--- src/rtl/term_byte_decoder.sv ---
// Byte-stream front end for the vgachar display: turns ASCII/ANSI bytes into char/row/column strobes.
// Optional SGR colour support is enabled by defining TERM_SGR_COLOR_EN.
module term_byte_decoder #(
    parameter int ROWS = 30,
    parameter int COLS = 80
) (
    input  logic        clk,
    input  logic        reset,
    input  logic        in_valid,
    input  logic [7:0]  in_data,
    output logic        in_ready,
    input  logic [4:0]  cur_row,
    input  logic [6:0]  cur_col,
    output logic        data_strobe,
    output logic        row_strobe,
    output logic        col_strobe,
    output logic [7:0]  dout,
    output logic [11:0] fg_color,
    output logic [11:0] bg_color
);
    typedef enum logic [2:0] {IDLE, ESC, CSI, EMIT_ROW, EMIT_COL} state_t;

    localparam logic [7:0] ROWS8    = 8'(ROWS);
    localparam logic [7:0] COLS8    = 8'(COLS);
    localparam logic [4:0] LAST_ROW = 5'(ROWS - 1);

    state_t      state_reg, state_next;
    logic [7:0]  p0_reg, p0_next, p1_reg, p1_next;
    logic [1:0]  idx_reg, idx_next;  // 2 = beyond the second param, digits discarded
    logic        data_strobe_reg, data_strobe_next;
    logic        row_strobe_reg, row_strobe_next;
    logic        col_strobe_reg, col_strobe_next;
    logic [7:0]  dout_reg, dout_next;
    logic        accept;

    function automatic logic [7:0] acc_digit(input logic [7:0] p, input logic [3:0] d);
        logic [11:0] s;
        s = {4'd0, p} * 12'd10 + {8'd0, d};
        return (s > 12'd255) ? 8'hFF : s[7:0];
    endfunction

    // Missing/zero param means 1, then clamp to the display size and convert to 0-based.
    function automatic logic [7:0] to_pos(input logic [7:0] p, input logic [7:0] lim);
        logic [7:0] v;
        v = (p == 8'd0) ? 8'd1 : p;
        if (v > lim) v = lim;
        return v - 8'd1;
    endfunction

    assign in_ready    = (state_reg == IDLE) || (state_reg == ESC) || (state_reg == CSI);
    assign accept      = in_valid && in_ready;
    assign data_strobe = data_strobe_reg;
    assign row_strobe  = row_strobe_reg;
    assign col_strobe  = col_strobe_reg;
    assign dout        = dout_reg;

    always_comb begin
        state_next       = state_reg;
        p0_next          = p0_reg;
        p1_next          = p1_reg;
        idx_next         = idx_reg;
        data_strobe_next = 1'b0;
        row_strobe_next  = 1'b0;
        col_strobe_next  = 1'b0;
        dout_next        = dout_reg;
        case (state_reg)
            IDLE: if (accept) begin
                if (in_data >= 8'h20 && in_data <= 8'h7E) begin
                    data_strobe_next = 1'b1;
                    dout_next        = in_data;
                end else if (in_data == 8'h0D) begin
                    col_strobe_next = 1'b1;
                    dout_next       = 8'd0;
                end else if (in_data == 8'h0A) begin
                    row_strobe_next = 1'b1;
                    dout_next       = (cur_row == LAST_ROW) ? 8'd0 : {3'd0, cur_row + 5'd1};
                end else if (in_data == 8'h08) begin
                    if (cur_col != 7'd0) begin
                        col_strobe_next = 1'b1;
                        dout_next       = {1'b0, cur_col - 7'd1};
                    end
                end else if (in_data == 8'h1B) begin
                    state_next = ESC;
                end
            end
            ESC: if (accept) begin
                if (in_data == 8'h5B) begin
                    state_next = CSI;
                    p0_next    = 8'd0;
                    p1_next    = 8'd0;
                    idx_next   = 2'd0;
                end else begin
                    state_next = IDLE;
                end
            end
            CSI: if (accept) begin
                if (in_data >= 8'h30 && in_data <= 8'h39) begin
                    if (idx_reg == 2'd0) p0_next = acc_digit(p0_reg, in_data[3:0]);
                    if (idx_reg == 2'd1) p1_next = acc_digit(p1_reg, in_data[3:0]);
                end else if (in_data == 8'h3B) begin
                    if (idx_reg != 2'd2) idx_next = idx_reg + 2'd1;
                end else if (in_data == 8'h48 || in_data == 8'h66) begin
                    state_next      = EMIT_ROW;
                    row_strobe_next = 1'b1;
                    dout_next       = to_pos(p0_reg, ROWS8);
                end else begin
                    state_next = IDLE;  // 'm' and any abort byte
                end
            end
            EMIT_ROW: begin
                state_next      = EMIT_COL;
                col_strobe_next = 1'b1;
                dout_next       = to_pos(p1_reg, COLS8);
            end
            EMIT_COL: state_next = IDLE;
            default:  state_next = IDLE;
        endcase
    end

    always_ff @(posedge clk or posedge reset) begin
        if (reset) begin
            state_reg       <= IDLE;
            p0_reg          <= 8'd0;
            p1_reg          <= 8'd0;
            idx_reg         <= 2'd0;
            data_strobe_reg <= 1'b0;
            row_strobe_reg  <= 1'b0;
            col_strobe_reg  <= 1'b0;
            dout_reg        <= 8'd0;
        end else begin
            state_reg       <= state_next;
            p0_reg          <= p0_next;
            p1_reg          <= p1_next;
            idx_reg         <= idx_next;
            data_strobe_reg <= data_strobe_next;
            row_strobe_reg  <= row_strobe_next;
            col_strobe_reg  <= col_strobe_next;
            dout_reg        <= dout_next;
        end
    end

`ifdef TERM_SGR_COLOR_EN
    logic [11:0] fg_reg, bg_reg;
    logic [23:0] colors_next;

    function automatic logic [11:0] palette(input logic [2:0] i);
        case (i)
            3'd0: return 12'h000;
            3'd1: return 12'hF00;
            3'd2: return 12'h0F0;
            3'd3: return 12'hFF0;
            3'd4: return 12'h00F;
            3'd5: return 12'hF0F;
            3'd6: return 12'h0FF;
            default: return 12'hFFF;
        endcase
    endfunction

    // {fg, bg} after applying one SGR code; unknown codes leave colours alone.
    function automatic logic [23:0] sgr(input logic [7:0] code, input logic [23:0] cur);
        logic [7:0] off;
        sgr = cur;
        if (code == 8'd0) begin
            sgr = {12'hFFF, 12'h000};
        end else if (code >= 8'd30 && code <= 8'd37) begin
            off = code - 8'd30;
            sgr = {palette(off[2:0]), cur[11:0]};
        end else if (code >= 8'd40 && code <= 8'd47) begin
            off = code - 8'd40;
            sgr = {cur[23:12], palette(off[2:0])};
        end
    endfunction

    always_comb begin
        colors_next = {fg_reg, bg_reg};
        if (state_reg == CSI && accept && in_data == 8'h6D) begin
            colors_next = sgr(p0_reg, colors_next);
            if (idx_reg != 2'd0) colors_next = sgr(p1_reg, colors_next);
        end
    end

    always_ff @(posedge clk or posedge reset) begin
        if (reset) begin
            fg_reg <= 12'hFFF;
            bg_reg <= 12'h000;
        end else begin
            fg_reg <= colors_next[23:12];
            bg_reg <= colors_next[11:0];
        end
    end

    assign fg_color = fg_reg;
    assign bg_color = bg_reg;
`else
    assign fg_color = 12'hFFF;
    assign bg_color = 12'h000;
`endif
endmodule
--- config.mk ---
export PLATFORM = sky130hd
export DESIGN_NAME = term_byte_decoder
export DESIGN_NICKNAME = d
export VERILOG_FILES = /design/src/rtl/term_byte_decoder.sv
export SDC_FILE = /design/constraint.sdc
export NUM_CORES = 1
export LEC_CHECK = 0
export ABC_AREA = 1
export CAP_MARGIN = 5
export CORE_UTILIZATION = 60
export CTS_BUF_LIST = sky130_fd_sc_hd__clkbuf_8
export DETAILED_ROUTE_END_ITERATION = 10
export GPL_ROUTABILITY_DRIVEN = 1
export GPL_TIMING_DRIVEN = 0
export MAX_ROUTING_LAYER = met4
export PLACE_DENSITY_LB_ADDON = 0.08
export SYNTH_ARGS = -nofsm -noshare
export SYNTH_HDL_FRONTEND = slang
export SYNTH_SLANG_ARGS = --single-unit
export TNS_END_PERCENT = 5
--- constraint.sdc ---
create_clock -name clk -period 4.3 [get_ports clk]
set_input_delay 1.075 -clock clk [delete_from_list [all_inputs] [get_ports clk]]
set_output_delay 1.075 -clock clk [all_outputs]
set_load 0.02 [all_outputs]
* After elaboration in Yosys (flattened, before gate mapping) *
Cells that the tools add are included.

storage, ports and cells
  output and inout bits = 36
  register bits = 32
  word-level logic and storage cells = 149
  input bits = 23

operators by class
  magnitude comparators = 8
  $add $sub $neg = 7
  reductions and logical operators = 18
  eq/ne operators = 33
  mux-type cells = 73
  multipliers = 2

operators by type and width
  cell                                                                                 number
  8-bit two-way mux                                                                    30
  8-bit one-hot mux with 2 select lines                                                2
  3-bit two-way mux                                                                    10
  12-bit by 4-bit adder with 12-bit output                                             2
  8-bit by 4-bit equality test with 1-bit output, second input constant                3
  8-bit by 7-bit equality test with 1-bit output, second input constant                3
  12-bit by 8-bit > comparator with 1-bit output, second input constant                2
  8-bit one-hot mux with 3 select lines                                                1
  8-bit by 3-bit multiplier with 11-bit output, second input constant                  2
  2-bit != test, second input constant                                                 10
  1-bit two-way mux                                                                    17
  8-bit by 6-bit greater-or-equal comparator with 1-bit output, second input constant  2
  8-bit zero test                                                                      2
  2-bit two-way mux                                                                    8
  2-bit by 1-bit != test with 1-bit output, second input constant                      8
  8-bit by 1-bit subtractor with 8-bit output, second input constant                   2
  3-bit one-hot mux with 4 select lines                                                1
  6-bit AND reduction                                                                  2
  5-bit by 1-bit != test with 1-bit output, second input constant                      2
  10-bit AND reduction                                                                 1
  8-bit by 5-bit equality test with 1-bit output, second input constant                1
  8-bit by 6-bit equality test with 1-bit output, second input constant                1
  8-bit by 5-bit > comparator with 1-bit output, second input constant                 1
  8-bit by 7-bit > comparator with 1-bit output, second input constant                 1
  other kinds (21)                                                                     27

* Logic depth before layout (Yosys ltp) *
  depth in word-level cells = 15
  depth in mapped cells = 14
  mapped depth without buffers = 14

* Least setup slack after synthesis *
OpenSTA, ideal clock, no wires.

  kind = input to register
  start = input in_data[1]
  end = register p0_reg[1]
  stages = 12
  buffers on the path = 0
  setup time = 117 ps
  data arrival time = 2490 ps
  path slack = 1693 ps
  required time = 4183 ps
  cells stage by stage = ha_1 fa_1 nand2_1 a21boi_1 nand2_1 nor2_1 nor2_1 o21ai_1 nor2_2 nand3b_1 nand2_1 nand2_1

on the way
  longest elaborated chain between the ends = 7
  elaborated cells on any way between the ends = 14
  those cells by class = add/sub (1); order compare (3); eq/ne (3); mux (5); reduce/logical (2)

ends and longest elaborated chain
  element                                         RTL line  text
  from (decl)                                     10        input logic [7:0] in_data,
  12-bit by 4-bit adder with 12-bit output        38        s = {4'd0, p} * 12'd10 + {8'd0, d};
  12-bit by 8-bit > comparator with 1-bit output  39        return (s > 12'd255) ? 8'hFF : s[7:0];
  8-bit two-way mux                               39
  8-bit two-way mux                               98        if (idx_reg == 2'd0) p0_next = acc_digit(p0_reg, in_data[3:0]);
  8-bit two-way mux                               97        if (in_data >= 8'h30 && in_data <= 8'h39) begin
  8-bit two-way mux                               96        CSI: if (accept) begin
  8-bit one-hot mux with 2 select lines           66        case (state_reg)
  to (signal assigned)                            132       p0_reg <= p0_next;
  to (decl)                                       28        logic [7:0] p0_reg, p0_next, p1_reg, p1_next;

Several ways; a longest one is shown, not always the timed one. The select of a mux whose other input is x is not followed.
A chain may end at the register's enable or synchronous reset.

* Worst setup path in the final report *
  start = input in_data[1]
  end = register p0_reg[5]

The elaborated chain is that of the path after synthesis.

==> results.toml <==
[status]
status = "finished clean"

[sta]
layout_setup_ws_ps = 1140
timing_hold_violations_final = 0
setup_viol = 0
fin_crit_ps = 3160
timing.fmax_mhz = 316
holdWs_ps = 487
relSlewSlack_pct = 64.5
report.final.slew_viol_count = 0
finalClockSkew_ps = 5.67
tightest_slew_ps = 529
rsz0062_at_grt = "no"
finalSetupTns_ps = 0
period_share_pct = 73.6

[power]
power_switching_uw = 376
seqPwrFrac_pct = 33.7
p_clk_share_pct = 28.9
leakage_nw = 2.44
p_int_uw = 719
swShare_pct = 34.4
peakVddDrop_uv = 240
p_comb_share_pct = 37.4
power.density_nw_per_um2 = 254

[detailed_routing]
drtPass1Iterations = 4
routed_wl_um = 8290
first_iter_violations = 213
via_count = 3669
ant_nets = 0
vias_per_cell = 5.25
avgRoutedWirePerCell_um = 11.9
drc_errors = 0

[cts]
cts_hold_buf = 0
cts_num_sinks = 32
cts_tree = "done"
cts-buffers-inserted = 5
ctsResizeCount = 0
htree_levels = 2
clock_tree.root_cell = "clkbuf_8"
post_cts_buffers = 0
clk_latency_ps = 290
clk_pin_slew_ps = 70
clk_path_buf_depth = 2

[yosys]
synthSimpleGateAreaFrac_pct = 38.8
syn_area_per_cell_sq_um = 6.52
yosysTopAreaCell = "dfrtp_1"
synth-seq-cells = 32
synth_edf_count = 0
synth_top_area_share_pct = 22.0
syn_area_sq_um = 3650
synth_common_cells = "nand2_1, inv_1, nor2_1"
netlist_instances = 559
seq_area_frac_synth_pct = 22.0
synth_top_family_by_area = "simple AND/OR/NAND/NOR gates"
synth_top_flop_cell = "dfrtp_1"
synth.area.top_cells = "dfrtp_1, nand2_1, ha_1"
synth_compound_area_share_pct = 7.24
synthArstFlopShare_pct = 100
ys_warn_count = 0
synth_cell_types = 36
yosysMostFrequentCell = "nand2_1"
synth_mux_area_share_pct = 0
synthAdderAreaFrac_pct = 15.2
synth_xor_area_share_pct = 4.32

[place]
place_ws_ps = 857
place.detailed.hpwl_um = 6730
gp_congestion = 0.915
port-buffer-count = 34

[critical_path]
endpoint_kind = "register"
crit_end = "p0_reg[5]"
reg2reg_from = "p0_reg[1]"
cp_max_fo = 8
rrSetupSlack_ps = 1490
cp_data_arrival_time_ps = 3350
required_ps = 4480
crit_type = "input port to register"
regToRegEndpoint = "p0_reg[5]"
ff2ff_path_depth = 14
crit_start = "in_data[1]"
cp-start-kind = "input port"

[floorplanning]
initial_core_util_pct = 61.9
io-pin-count = 59
num_rows = 28
die_h_um = 80.0
dieWidth_um = 80.0
die_area_sq_um = 6390
core_area_sq_um = 5890

[global_route]
grt_start_max_net_pins = 33
antenna_found_initial = 0
grt-ovfl-total = 0
grt_pass1_vias = 3377
grt_pass1_wl_um = 13900
track_usage_pct = 28.3

[run]
maxCapViolCount = 0

[layout]
layout-area-overhead-vs-synth_pct = 18.4
final_util_pct = 73.3
fillers = 498
final_nets = 688
drive_gt1_share_pct = 9.62
diodes = 0

[min_path]
min_path_type = "register to register"
-- metrics by stage --
| stage | instances | instance area (sq um) | total power [mW] |
|---|---|---|---|
| after floorplan | 581 | 3730 | 0.645 |
| after global placement | 690 | 4160 | 0.769 |
| after detailed placement | 690 | 4160 | 0.778 |
| after CTS | 698 | 4290 | 1.09 |
| after global routing | 699 | 4320 | 1.16 |
| final | 699 | 4320 | 1.09 |
-- cells by family after synthesis --
group	Yosys count
AND/OR/NAND/NOR	325
AO/OA/AOI/OAI	47
other	2
adder cells (fa/ha/maj)	42
buffers and inverters	93
XOR/XNOR	18
flip-flops	32
-- worst min-delay path by stage --
stage | slack [ps] | cells past startpoint | to | from
2_1_floorplan | 480 | 2 | idx_reg[1] | idx_reg[1]
3_3_place_gp | 460 | 2 | dout[4] | dout[4]
3_5_place_dp | 470 | 2 | dout[6] | dout[6]
4_1_cts | 490 | 2 | dout[6] | dout[6]
5_1_grt | 510 | 2 | dout[0] | dout[0]
6_report | 490 | 2 | dout[0] | dout[0]
-- placed cells by master (no fill, tap or decap), types with 4 or more instances in the layout --
master and count:
nand2_1 185, inv_1 63, nor2_1 50, nand3_1 43, ha_1 38, clkdlybuf4s50_1 34
dfrtp_1 32, buf_4 25, conb_1 24, nand4_1 18, o21ai_0 18, a21oi_1 16
xor2_1 9, xnor2_1 9, nor3_1 8, nor2_2 7, clkbuf_8 7, nand2_2 5
fa_1 4
-- layout make-up --
cell class,count,area [sq um],area share [%]
tap,75,93.8,2.17
multi-input combinational,456,2480,57.5
inverter,67,254,5.88
clock inverter,1,30.0,0.696
sequential,32,801,18.6
clock buffer,7,96.3,2.23
buffer,26,193,4.46
timing repair buffer,35,368,8.52
-- routing by layer --
metal	track usage [%]	up-vias	wire length, um
met1	31.1	1661	3440
met2	51.0	102	4170
met3	3.20	26	399
met5	-	-	0
met4	12.7	0	274
li1	-	1880	-
-- power by group through the flow --
stage | Combinational (mW) | Clock (mW) | Sequential (mW)
after CTS | 0.407 | 0.320 | 0.368
after global placement | 0.397 | 0 | 0.372
final | 0.409 | 0.317 | 0.369
after global routing | 0.450 | 0.334 | 0.373
after detailed placement | 0.404 | 0 | 0.374
after floorplan | 0.235 | 0 | 0.410
-- worst max-delay path: stages --
cell             delay [ps]
clkdlybuf4s50_1         560
ha_1                    320
fa_1                    410
nand2_1                  90
a21boi_1                 90
nand2_1                  70
nor2_1                   60
nor2_1                  100
o21ai_1                  70
nor2_2                  250
nand3_1                 120
nand2_1                  80
nand2_1                  40
Note: power is estimated with default switching activity, not from simulation.
